`src/rtl/muldiv_sequencer_pkg.sv`:
```
// -----------------------------------------------------------------------------
// muldiv_sequencer_pkg
// Shared constants for the HI/LO multiply/divide unit: R-type func codes that
// the decoder forwards, FSM state encoding, and a func-code classifier.
// -----------------------------------------------------------------------------
package muldiv_sequencer_pkg;

  localparam logic [5:0] FN_MFHI  = 6'h10;
  localparam logic [5:0] FN_MTHI  = 6'h11;
  localparam logic [5:0] FN_MFLO  = 6'h12;
  localparam logic [5:0] FN_MTLO  = 6'h13;
  localparam logic [5:0] FN_MULT  = 6'h18;
  localparam logic [5:0] FN_MULTU = 6'h19;
  localparam logic [5:0] FN_DIV   = 6'h1A;
  localparam logic [5:0] FN_DIVU  = 6'h1B;

  typedef enum logic [1:0] {
    S_IDLE = 2'd0,
    S_RUN  = 2'd1,
    S_FIX  = 2'd2
  } state_e;

  // True for the four func codes that launch an iterative operation.
  function automatic logic fn_is_op(input logic [5:0] f);
    return (f == FN_MULT) || (f == FN_MULTU) || (f == FN_DIV) || (f == FN_DIVU);
  endfunction

endpackage

```
`src/rtl/muldiv_datapath.sv`:
```
// -----------------------------------------------------------------------------
// muldiv_datapath
// Shared 2*W accumulator for shift-add multiply and restoring divide, plus the
// sign/zero bookkeeping needed to produce final HI/LO values.
//   clk, rst_n     : clock, synchronous active-low reset
//   load_i         : capture operands (magnitudes for signed ops) and op kind
//   step_i         : perform one multiply or divide iteration
//   is_div_i       : operation being loaded is a divide
//   is_signed_i    : operation being loaded is signed (MULT/DIV)
//   a_i, b_i       : rs/rt operand values
//   hi_res_o/lo_res_o : sign-corrected results, valid after W steps
// -----------------------------------------------------------------------------
module muldiv_datapath #(
  parameter int W = 32
) (
  input  logic         clk,
  input  logic         rst_n,
  input  logic         load_i,
  input  logic         step_i,
  input  logic         is_div_i,
  input  logic         is_signed_i,
  input  logic [W-1:0] a_i,
  input  logic [W-1:0] b_i,
  output logic [W-1:0] hi_res_o,
  output logic [W-1:0] lo_res_o
);

  logic [2*W-1:0] acc_q, acc_d;
  logic [W-1:0]   opb_q, opb_d;
  logic [W-1:0]   a_raw_q, a_raw_d;
  logic           div_q, div_d;
  logic           neg_q, neg_d;
  logic           nega_q, nega_d;
  logic           dbz_q, dbz_d;

  logic           sign_a, sign_b;
  logic [W-1:0]   mag_a, mag_b;
  logic [W:0]     mul_sum;
  logic [W:0]     div_shr;
  logic [W:0]     div_diff;
  logic           div_ge;
  logic [2*W-1:0] prod_fix;
  logic [W-1:0]   rem, quo;

  always_comb begin
    sign_a = is_signed_i & a_i[W-1];
    sign_b = is_signed_i & b_i[W-1];
    mag_a  = sign_a ? -a_i : a_i;
    mag_b  = sign_b ? -b_i : b_i;

    // Multiply: upper half plus multiplicand keeps its carry, which becomes
    // the MSB after the right shift.
    mul_sum = {1'b0, acc_q[2*W-1:W]} + (acc_q[0] ? {1'b0, opb_q} : '0);

    // Divide: remainder/quotient pair shifted left by one; the shifted
    // remainder needs one extra bit before the trial subtraction.
    div_shr  = {acc_q[2*W-1:W], acc_q[W-1]};
    div_diff = div_shr - {1'b0, opb_q};
    div_ge   = (div_shr >= {1'b0, opb_q});

    acc_d   = acc_q;
    opb_d   = opb_q;
    a_raw_d = a_raw_q;
    div_d   = div_q;
    neg_d   = neg_q;
    nega_d  = nega_q;
    dbz_d   = dbz_q;

    if (load_i) begin
      div_d   = is_div_i;
      neg_d   = sign_a ^ sign_b;
      nega_d  = sign_a;
      dbz_d   = (b_i == '0);
      a_raw_d = a_i;
      if (is_div_i) begin
        acc_d = {{W{1'b0}}, mag_a};
        opb_d = mag_b;
      end else begin
        acc_d = {{W{1'b0}}, mag_b};
        opb_d = mag_a;
      end
    end else if (step_i) begin
      if (div_q) begin
        acc_d = div_ge ? {div_diff[W-1:0], acc_q[W-2:0], 1'b1}
                       : {div_shr[W-1:0], acc_q[W-2:0], 1'b0};
      end else begin
        acc_d = {mul_sum, acc_q[W-1:1]};
      end
    end
  end

  // Final sign correction; divide-by-zero bypasses it entirely.
  always_comb begin
    prod_fix = neg_q ? -acc_q : acc_q;
    rem      = acc_q[2*W-1:W];
    quo      = acc_q[W-1:0];
    if (div_q) begin
      hi_res_o = dbz_q ? a_raw_q   : (nega_q ? -rem : rem);
      lo_res_o = dbz_q ? {W{1'b1}} : (neg_q  ? -quo : quo);
    end else begin
      hi_res_o = prod_fix[2*W-1:W];
      lo_res_o = prod_fix[W-1:0];
    end
  end

  always_ff @(posedge clk) begin
    if (!rst_n) begin
      acc_q   <= '0;
      opb_q   <= '0;
      a_raw_q <= '0;
      div_q   <= 1'b0;
      neg_q   <= 1'b0;
      nega_q  <= 1'b0;
      dbz_q   <= 1'b0;
    end else begin
      acc_q   <= acc_d;
      opb_q   <= opb_d;
      a_raw_q <= a_raw_d;
      div_q   <= div_d;
      neg_q   <= neg_d;
      nega_q  <= nega_d;
      dbz_q   <= dbz_d;
    end
  end

endmodule

```
`src/rtl/muldiv_sequencer.sv`:
```
// -----------------------------------------------------------------------------
// muldiv_sequencer
// Multi-cycle MIPS HI/LO unit: MULT/MULTU/DIV/DIVU plus MFHI/MFLO/MTHI/MTLO.
//   clk, rst_n        : clock, synchronous active-low reset
//   start, func       : EX holds a mul/div; func selects which
//   rs_val, rt_val    : operands A/B (rs_val is also the MTHI/MTLO source)
//   rd_req, wr_req    : EX holds MFHI/MFLO resp. MTHI/MTLO
//   flush             : squash the in-flight operation
//   stall, busy, done : hazard hold, FSM not idle, commit pulse
//   rd_data           : HI/LO read port selected by func
//   hi, lo            : architectural HI/LO registers
// -----------------------------------------------------------------------------
module muldiv_sequencer
  import muldiv_sequencer_pkg::*;
#(
  parameter int WIDTH = 32,
  parameter int CNT_W = 5
) (
  input  logic             clk,
  input  logic             rst_n,
  input  logic             start,
  input  logic [5:0]       func,
  input  logic [WIDTH-1:0] rs_val,
  input  logic [WIDTH-1:0] rt_val,
  input  logic             rd_req,
  input  logic             wr_req,
  input  logic             flush,
  output logic             stall,
  output logic             busy,
  output logic             done,
  output logic [WIDTH-1:0] rd_data,
  output logic [WIDTH-1:0] hi,
  output logic [WIDTH-1:0] lo
);

  state_e           state_q, state_d;
  logic [CNT_W-1:0] cnt_q, cnt_d;
  logic [WIDTH-1:0] hi_q, hi_d, lo_q, lo_d;
  logic             load, step;
  logic [WIDTH-1:0] hi_res, lo_res;

  muldiv_datapath #(.W(WIDTH)) u_dp (
    .clk         (clk),
    .rst_n       (rst_n),
    .load_i      (load),
    .step_i      (step),
    .is_div_i    ((func == FN_DIV) || (func == FN_DIVU)),
    .is_signed_i ((func == FN_MULT) || (func == FN_DIV)),
    .a_i         (rs_val),
    .b_i         (rt_val),
    .hi_res_o    (hi_res),
    .lo_res_o    (lo_res)
  );

  always_comb begin
    state_d = state_q;
    cnt_d   = cnt_q;
    hi_d    = hi_q;
    lo_d    = lo_q;
    load    = 1'b0;
    step    = 1'b0;

    if (flush && (state_q != S_IDLE)) begin
      // Squash: abandon the operation, HI/LO untouched.
      state_d = S_IDLE;
    end else begin
      case (state_q)
        S_IDLE: begin
          if (start) begin
            // A start, even with a bad func, suppresses a coincident MTHI/MTLO.
            if (fn_is_op(func)) begin
              load    = 1'b1;
              cnt_d   = '0;
              state_d = S_RUN;
            end
          end else if (wr_req) begin
            if (func == FN_MTHI) hi_d = rs_val;
            if (func == FN_MTLO) lo_d = rs_val;
          end
        end
        S_RUN: begin
          step  = 1'b1;
          cnt_d = cnt_q + CNT_W'(1);
          if (cnt_q == CNT_W'(WIDTH - 1)) state_d = S_FIX;
        end
        S_FIX: begin
          hi_d    = hi_res;
          lo_d    = lo_res;
          state_d = S_IDLE;
        end
        default: state_d = S_IDLE;
      endcase
    end
  end

  always_ff @(posedge clk) begin
    if (!rst_n) begin
      state_q <= S_IDLE;
      cnt_q   <= '0;
      hi_q    <= '0;
      lo_q    <= '0;
    end else begin
      state_q <= state_d;
      cnt_q   <= cnt_d;
      hi_q    <= hi_d;
      lo_q    <= lo_d;
    end
  end

  assign busy    = (state_q != S_IDLE);
  assign stall   = busy & (start | rd_req | wr_req);
  // The commit happens on the edge closing FIX; a coinciding reset or flush
  // cancels it, so the pulse is suppressed as well.
  assign done    = (state_q == S_FIX) & rst_n & ~flush;
  assign rd_data = (func == FN_MFHI) ? hi_q :
                   (func == FN_MFLO) ? lo_q : '0;
  assign hi      = hi_q;
  assign lo      = lo_q;

endmodule

```
`config.mk`:
```
export PLATFORM = sky130hd
export DESIGN_NAME = muldiv_sequencer
export DESIGN_NICKNAME = d
export VERILOG_FILES = /design/src/rtl/muldiv_sequencer_pkg.sv /design/src/rtl/muldiv_datapath.sv /design/src/rtl/muldiv_sequencer.sv
export SDC_FILE = /design/constraint.sdc
export NUM_CORES = 1
export LEC_CHECK = 0
export CAP_MARGIN = 0
export CORE_MARGIN = 3
export CORE_UTILIZATION = 45
export CTS_BUF_LIST = sky130_fd_sc_hd__clkbuf_16
export DETAILED_ROUTE_END_ITERATION = 16
export GPL_ROUTABILITY_DRIVEN = 0
export GPL_TIMING_DRIVEN = 0
export HOLD_SLACK_MARGIN = 0.15
export PLACE_DENSITY = 0.64
export SETUP_SLACK_MARGIN = 0.1
export SLEW_MARGIN = 20
export SYNTH_ARGS = -nofsm -noshare
export SYNTH_HDL_FRONTEND = slang
export SYNTH_SLANG_ARGS = --single-unit
```
`constraint.sdc`:
```
create_clock -name clk -period 7.5 [get_ports clk]
set_clock_uncertainty 0.15 [all_clocks]
set_input_delay 1.125 -clock clk [delete_from_list [all_inputs] [get_ports clk]]
set_output_delay 1.125 -clock clk [all_outputs]
set_load 0.005 [all_outputs]
```
==> Yosys cells after proc, flatten, opt, wreduce, memory -nomap -nowiden <==
Index checks and enable logic that the tools add are counted.
{ "totals": {"mem_count": 0, "latchBits": 0, "ramBits": 0, "mem_bits_ro": 0, "input_bits": 76, "ff_bits": 203, "output_inout_bits": 99, "word_cells": 105} }
{ "op_classes": {"bitwise_logic": 11, "n_lt_le_gt_ge": 1, "n_shift": 0, "reduce_logical": 17, "eq_ne": 18, "n_mux": 39, "div": 0, "n_addsub": 8, "multipliers": 0} }
{ "ops": {"columns": ["cell", "n"], "rows": [
  ["two-way mux 32 bit", 19],
  ["two-way mux 64 bit", 5],
  ["negation 32 bit", 4],
  ["case mux 32 bit (2 select lines)", 2],
  ["negation 64 bit", 1],
  ["== test 6 x 5 -> 1 bit (second input constant)", 8],
  ["adder 32 x 32 -> 33 bit", 1],
  ["greater-or-equal comparator 33 x 32 -> 1 bit", 1],
  ["logical NOT 32 bit", 1],
  ["subtractor 32 bit", 1],
  ["inequality test 2 bit (second input constant)", 7],
  ["two-way mux 5 bit", 2],
  ["case mux 5 bit (2 select lines)", 1],
  ["AND reduction 5 bit", 2],
  ["nonzero test 2 bit", 4],
  ["two-way mux 1 bit", 6],
  ["two-way mux 2 bit", 3],
  ["adder 5 x 1 -> 5 bit (second input constant)", 1],
  ["AND 1 bit", 5],
  ["== test 5 bit (second input constant)", 1],
  ["logical OR 1 bit", 5],
  ["case mux 2 bit (2 select lines)", 1],
  ["AND reduction 4 bit", 1],
  ["inverter 1 bit", 3],
  ["8 further kinds", 9]
]} }

==> Longest topological paths before layout <==
Gate-level depths: netlist of run 1.
{ "logic_depth": {"ltp_word": 9, "mapped_depth": 14, "mapped_depth_nobuf": 13} }

==> By module <==
Synthesis of run 1 repeated with hierarchy kept, for this count alone.
{ "unflattened": {"cells_unflattened": 2433, "area_unflattened_um2": 18061.1} }
{ "by_module_without_submodules": {"columns": ["mod", "n_inst", "area_each_um2", "seq_area_each_um2", "cells_each"], "rows": [
  ["muldiv_datapath", 1, 13903.3, 2642.5, 1955],
  ["muldiv_sequencer", 1, 4157.7, 1421.4, 478]
]} }

==> Worst setup path before layout of run 1 <==
OpenSTA, ideal clock, no wires.
{ "synth_timing": {"kind": "input -> register", "startpoint": "input rs_val[15]", "endpoint": "register u_dp.opb_q[30]", "path_buffers": 1, "cell_stages": 10, "setup_ns": 0.128, "path_slack_ns": 4.040, "t_arrival_ns": 3.183, "required_time_ns": 7.222, "path_cell_list": "clkbuf_1 > or4_4 > nor4_4 > nand4bb_1 > or3_1 > o21ai_1 > xor2_1 > o22ai_1 > a21oi_1 > nor2_1"} }
{ "synth_via": {"elab_chain_len": 3} }
{ "synth_rtl": {"columns": ["item", "line", "source"], "rows": [
  ["from (decl)", "muldiv_sequencer.sv:23", "input logic [WIDTH-1:0] rs_val,"],
  ["negation 32 bit", "muldiv_datapath.sv:48", "mag_a = sign_a ? -a_i : a_i;"],
  ["two-way mux 32 bit", "muldiv_datapath.sv:48", null],
  ["two-way mux 32 bit", "muldiv_datapath.sv:75", "if (is_div_i) begin"],
  ["to (signal assigned)", "muldiv_datapath.sv:117", "opb_q <= opb_d;"],
  ["to (decl)", "muldiv_datapath.sv:29", "logic [W-1:0] opb_q, opb_d;"]
]} }
Every way passes these cells.
A chain may end at the register's enable or synchronous reset.

==> Worst setup path in the final report of run 1 <==
{ "layout_timing": {"startpoint": "input func[1]", "endpoint": "output rd_data[31]"} }
{ "layout_via": {"elab_chain_len": 3, "word_cells_on_any_way": 4, "cone_classes": "eq/ne: 2; mux: 2"} }
{ "layout_rtl": {"columns": ["item", "line", "source"], "rows": [
  ["from (decl)", "muldiv_sequencer.sv:22", "input logic [5:0] func,"],
  ["== test 6 x 5 -> 1 bit", "muldiv_sequencer.sv:116", "(func == FN_MFLO) ? lo_q : '0;"],
  ["two-way mux 32 bit", "muldiv_sequencer.sv:116", null],
  ["two-way mux 32 bit (*)", "muldiv_sequencer.sv:115", "assign rd_data = (func == FN_MFHI) ? hi_q :"],
  ["to (decl)", "muldiv_sequencer.sv:31", "output logic [WIDTH-1:0] rd_data,"]
]} }
Every way passes the cells marked *; elsewhere a longest branch is shown, timed or not.

==> results of run 1 <==
-- path summary, 6_finish.rpt --
| kind | cells after the start | start | slack, ns | endpoint |
|---|---|---|---|---|
| worst max-delay path | 6 | func[1] | 2.46 | rd_data[31] |
| worst min-delay path | 2 | u_dp.a_raw_q[2]$_SDFFE_PN0P_ | 0.31 | u_dp.a_raw_q[2]$_SDFFE_PN0P_ |
| worst max register to register | 13 | u_dp.acc_q[0]$_SDFFE_PN0P_ | 2.76 | u_dp.acc_q[63]$_SDFFE_PN0P_ |
| worst min register to register | 2 | u_dp.a_raw_q[2]$_SDFFE_PN0P_ | 0.31 | u_dp.a_raw_q[2]$_SDFFE_PN0P_ |
-- worst reg2reg max path: cells and delay by family, from the launching register on --
family	cells	cell delay, ns
AOI/OAI and AO/OA	9	2.68
adders and majority gates	1	0.31
buffers and inverters	2	0.60
DFF	1	0.68
and+or+nand+nor	1	0.21
-- routing by layer --
layer  wire length, um  global-route usage (%)  vias up
met3              9441                   7.717      240
met2             31400                   53.22     1257
met4              4314                   15.72        4
met1             30280                   47.79     9281
met5                28                       0        -
li1                  -                       -     8872
-- report_power, final --
part | internal (mW) | switching [mW]
clock | 0.783 | 0.503
combinational | 0.143 | 0.286
sequential | 1.09 | 0.0144
total | 2.02 | 0.804
-- logic make-up (layout without fill, tap and decap cells) --
family,after synthesis,in the layout,share of synthesized area [%]
fa+ha+maj,72,72,5.322
mux,102,102,5.955
compound gates,751,751,27.44
xor+xnor,201,201,10.23
buf+inv,267,470,6.086
simple gates,782,782,21.35
other cells,0,1,0
flops,203,203,23.61
-- synthesized netlist by cell type (31+ instances only) --
cell type	instances	share of area [%]
xor2_1	56	2.9
ha_1	70	5.1
xnor2_1	145	7.4
o21ai_0	172	5.0
a21o_1	31	1.4
inv_1	72	1.6
nand2_1	320	7.0
o211ai_1	58	2.5
nand3_1	43	1.3
mux2i_1	99	5.8
o221ai_1	33	1.7
clkbuf_1	161	3.5
a21oi_1	256	7.4
nor2_1	218	4.8
nor3_1	35	1.0
dfxtp_1	203	24
-- sequential cells by signal, indices dropped and copies added (netlist names) --
signal / flops
u_dp.acc_q: 64
u_dp.a_raw_q: 32
state_q: 2
u_dp.neg_q: 1
cnt_q: 5
u_dp.div_q: 1
hi: 32
lo: 32
u_dp.nega_q: 1
u_dp.opb_q: 32
u_dp.dbz_q: 1
-- layout by cell type, fill, tap and decap left out, drive strengths merged, types with 19 or more instances in the layout --
cell type and n:
clkdlybuf4s50 163, nand3 43, a21oi 256, or3 23, o21ai 191, nor4 20, dfxtp 203, buf 31
clkbuf 188, o31ai 29, nor2 218, nand2b 19, inv 75, mux2i 99, nor3 37, nand2 321
ha 70, o221ai 33, o211ai 58, xor2 56, xnor2 145, a21o 31, a211oi 19
-- area by class of cell --
type                            count  area, um^2
Fill cell                        3667       16830
Multi-Input combinational cell   1908       12100
Sequential cell                   203        4064
Timing Repair Buffer              163        1632
Buffer                            195       777.0
Tap cell                          504       630.6
Clock buffer                       24       600.6
Inverter                           72       270.3
Clock inverter                     16       231.5
Antenna cell                        1       2.502
==> key figures, run 1 <==
Timing
  – Actual slew at the worst max-slew pin: 1.236 ns
  – Final Critical Period: 5.036 ns
  – Final Worst Setup Slack: 2.464 ns
  – Setup TNS: 0 ns
  – Final Hold Vio Count: 0
  – F_max: 0.1986 GHz
  – Min Hold Slack: 0.3119 ns
  – RSZ-0062 raised after global routing: no
  – Max Transition Viols Final: 0
  – Relative slew slack: 16.85%
  – Final Setup Violations: 0
  – Period utilization: 67.15%

Synthesis
  – Synthesized area: 0.01721 mm^2
  – Syn Area/Cell: 7.237 um^2
  – Mapped Nets: 2526
  – #FFs+latches synth: 203
  – YS warnings: 0
  – Top FF cell, synth: dfxtp_1
  – Cells after synthesis: 2378
  – Number of synthesized flops with an enable pin: 0
  – Unique masters post-synth: 88
  – Sequential area share after synthesis: 23.61%
  – Post-synth ARST share: 0%

Worst setup path
  – Setup CP Type: input port to output port
  – Required time worst endpoint: 6.22 ns
  – Crit path max fanout: 10
  – Crit start category: input port
  – Slowest CP cell: clkbuf_1
  – Crit. End Element: output port
  – CP top delay family: buffers and inverters
  – Worst-path cell chain: clkdlybuf4s50_1 > clkbuf_1 > clkbuf_1 > mux2i_1 > nor2_1 > clkdlybuf4s50_1
  – Slowest cell delay on critical path: 0.76 ns
  – CP Buf/Inv Count: 4
  – WP data arrival: 3.76 ns

Route
  – Detail Route Antenna Nets: 0
  – Pre-antenna DRT Iters: 6
  – Iter 0 DRT Violations: 2510
  – Vias: 19654
  – WL final: 75.47 mm
  – Drc violations: 0
  – WL per Instance: 24.45 um
  – Vias per inst: 6.369

Final layout
  – Layout Nets: 2715
  – Syn-to-layout area delta: 17.99%
  – Design area: 0.02031 mm^2
  – Fin util: 54.68%
  – Ratio of cells with drive above 1 in the final layout: 3.719%
  – Post-Layout Cell Count: 3086

Global routing
  – Vias in the first global route: 18035
  – Grt total ovfl: 0
  – First-pass GRT wire length: 111.6 mm
  – Pin count of the biggest net entering global routing: 13
  – Initial antenna violation count: 2
  – Overall routing resource usage: 35.10%

Floorplan
  – Core Rows: 70
  – Die Area: 0.04062 mm^2
  – IO Count: 175
  – Core Area: 0.03714 mm^2
  – Chip Height: 201.6 um
  – Initial core utilization: 46.34%
  – Die width: 201.6 um

Placed design
  – Placed Instance Area: 0.01947 mm^2
  – Inst Count DP: 3045
  – PortBufs: 163
  – Detailed Place HPWL: 60.40 mm
  – Setup Slack @ Placement: 2.601 ns

CTS
  – # resized after CTS: 0
  – CTS tree: yes
  – Clk buf depth: 3
  – Clk_lat worst skew: 0.55 ns
  – Clk pin slew, worst setup/hold paths: 0.06 ns
  – Hold Buf Count CTS: 0
  – Clock Sink Count: 203
  – CTS root buffer: clkbuf_16
  – H-tree depth: 1
  – CTS buffer count: 24
  – Post-CTS setup buffer count: 0

Job
  – Max-cap violations: 0

Power and ir drop
  – Power Density: 138.8 mW/mm^2
  – Static leakage: 7.352 nW
  – Power, Total: 2.819 mW
  – Maximum vdd drop: 0.1347 mV

Min path
  – Hold WC Path Type: register to register

Run status
  – Status: finished clean
(Power assumes the default switching activity.)
==> inputs of run 2 (changes only) <==
PLACE_DENSITY = 0.66   (was 0.64)
clock period = 4.39 ns   (was 7.5 ns; I/O delays follow)
==> run 2 against run 1 <==
Sequential share of layout area hardly changed. Clock power is 67% higher. Worst setup slack worse by 2.2 ns. Wire length is 0.21% lower. Via count is 0.77% higher. Largest cell class unchanged. Die area stayed put. Clock-buffer cell count is 1 higher. Hold slack worse by 0.0052 ns.
==> key figures, run 2 (synthesis results as in run 1) <==
Worst setup path
  – Required time worst endpoint: 4.68 ns
  – Worst-path cell chain: inv_1 > clkbuf_2 > nor2_1 > ha_1 > a21o_1 > o41a_1 > o21ai_1 > o21ai_0 > a31oi_1 > o21ai_0 > xor2_1 > a221o_1
  – Top cell by count, worst path: o21ai_0
  – Slowest CP cell: dfxtp_2
  – WP data arrival: 4.39 ns
  – Slowest cell delay on critical path: 0.51 ns
  – Crit. End Element: register
  – Crit start category: register
  – Setup CP Type: register to register
  – Crit path max fanout: 10
  – Worst reg2reg path depth: 12

Global routing
  – Pin count of the biggest net entering global routing: 14
  – First-pass GRT wire length: 111.2 mm
  – Overall routing resource usage: 34.91%
  – Grt total ovfl: 0
  – Initial antenna violation count: 2
  – Vias in the first global route: 18290

Timing
  – Final Setup Violations: 0
  – Actual slew at the worst max-slew pin: 1.115 ns
  – Final Hold Vio Count: 0
  – Final Critical Period: 4.100 ns
  – Relative slew slack: 25.36%
  – Max Transition Viols Final: 0
  – Setup TNS: 0 ns
  – Final Worst Setup Slack: 0.2899 ns
  – F_max: 0.2439 GHz
  – Period utilization: 93.40%
  – RSZ-0062 raised after global routing: no

CTS
  – H-tree depth: 1
  – CTS buffer count: 25
  – Clk pin slew, worst setup/hold paths: 0.07 ns
  – Clock Sink Count: 203
  – CTS tree: yes
  – Clk buf depth: 3
  – CTS root buffer: clkbuf_16
  – Clk_lat worst skew: 0.56 ns

Run status
  – Status: finished clean

Floorplan
  – Core Rows: 70
  – Die Area: 0.04062 mm^2
  – Core Area: 0.03714 mm^2
  – IO Count: 175
  – Chip Height: 201.6 um
  – Initial core utilization: 46.34%
  – Die width: 201.6 um

Route
  – Vias: 19806
  – WL per Instance: 24.37 um
  – Drc violations: 0
  – Vias per inst: 6.410
  – Detail Route Antenna Nets: 0
  – WL final: 75.31 mm
  – Pre-antenna DRT Iters: 6
  – Iter 0 DRT Violations: 2292

Placed design
  – PortBufs: 163
  – Setup Slack @ Placement: -0.1240 ns
  – Detailed Place HPWL: 60.08 mm

Power and ir drop
  – Static leakage: 7.368 nW
  – Switch Pwr: 1.404 mW
  – Clock power frac: 45.1%
  – Maximum vdd drop: 0.1782 mV
  – Logic gate share of total power: 15.4%
  – Power Density: 235.4 mW/mm^2
  – Seq pwr share: 39.4%
  – Internal: 3.379 mW
  – Switching Share: 29.36%

Final layout
  – Antenna diode count: 0
  – Layout Nets: 2716
  – Syn-to-layout area delta: 18.08%
  – Commonest cells after routing, fill and taps aside: nand2_1 (320), a21oi_1 (256), nor2_1 (217), dfxtp_1 (202), o21ai_0 (169)
  – Top reg by flops: u_dp.acc_q
  – Most common cell after layout, fill and taps aside: nand2_1
  – Max reg flops: 64
  – Ratio of cells with drive above 1 in the final layout: 4.138%

Job
  – Max-cap violations: 0

Min path
  – Hold depth: 2
  – Hold WC Path Type: register to register
==> run 2: what timing repair did <==
item,in CTS,in global routing
pin swaps,0,0
buffers inserted,0,0
hold buffers,0,0
setup endpoints to repair,2,12
resized for setup,2,10
==> run 2: power groups by stage <==
stage	sequential, mW	combinational, mW	clock [mW]
after floorplan	1.91	0.405	0
after global placement	1.92	0.692	0
after detailed placement	1.92	0.698	0
after CTS	1.88	0.703	2.15
after global routing	1.89	0.769	2.22
final	1.89	0.738	2.16
==> run 2: path summary, 6_finish.rpt <==
| check | startpoint | end | slack [ns] |
|---|---|---|---|
| max | u_dp.acc_q[0]$_SDFFE_PN0P_ | u_dp.acc_q[48]$_SDFFE_PN0P_ | 0.29 |
| min | u_dp.opb_q[17]$_SDFFE_PN0P_ | u_dp.opb_q[17]$_SDFFE_PN0P_ | 0.31 |
| min reg2reg | u_dp.opb_q[17]$_SDFFE_PN0P_ | u_dp.opb_q[17]$_SDFFE_PN0P_ | 0.31 |
| max reg2reg | u_dp.acc_q[0]$_SDFFE_PN0P_ | u_dp.acc_q[48]$_SDFFE_PN0P_ | 0.29 |
==> run 2: metrics by stage <==
stage	power [mW]	hold slack (ns)	area, um^2	util, %	instances
after floorplan	2.319	0.2819	17210	-	2378
after global placement	2.615	0.2933	19470	52.43	3045
after detailed placement	2.622	0.2993	19480	52.45	3045
after CTS	4.736	0.3076	20310	54.70	3090
after global routing	4.875	0.3315	20320	54.72	3090
final	4.783	0.3067	20320	54.72	3090
==> run 2: cell type report <==
type	count	area, um^2
multi-input cells	1908	12110
clock inverters	20	209.0
plain buffers	195	782.0
clock buffers	25	625.6
repair buffers	163	1632
flip-flops and latches	203	4065
inverters	72	270.3
fillers	3666	16810
well taps	504	630.6
==> run 2: metal layers <==
metal  global-route usage, %  vias to the layer above  share of wire [%]  wire (um)
met5                       0                        -              0.015         11
met4                   18.51                        2                6.4       4817
met3                   8.510                      287                 13       9826
met2                   52.79                     1368                 41      31180
met1                   45.98                     9268                 39      29480
li1                        -                     8881                  -          -
==> run 2: critical path: cells and delay by family (launching register included) <==
kind | cells | cell delay, ns
AOI/OAI and AO/OA | 7 | 2.24
adders and majority gates | 1 | 0.30
DFF | 1 | 0.51
buffers and inverters | 2 | 0.40
and+or+nand+nor | 1 | 0.17
xor gates and xnor gates | 1 | 0.18
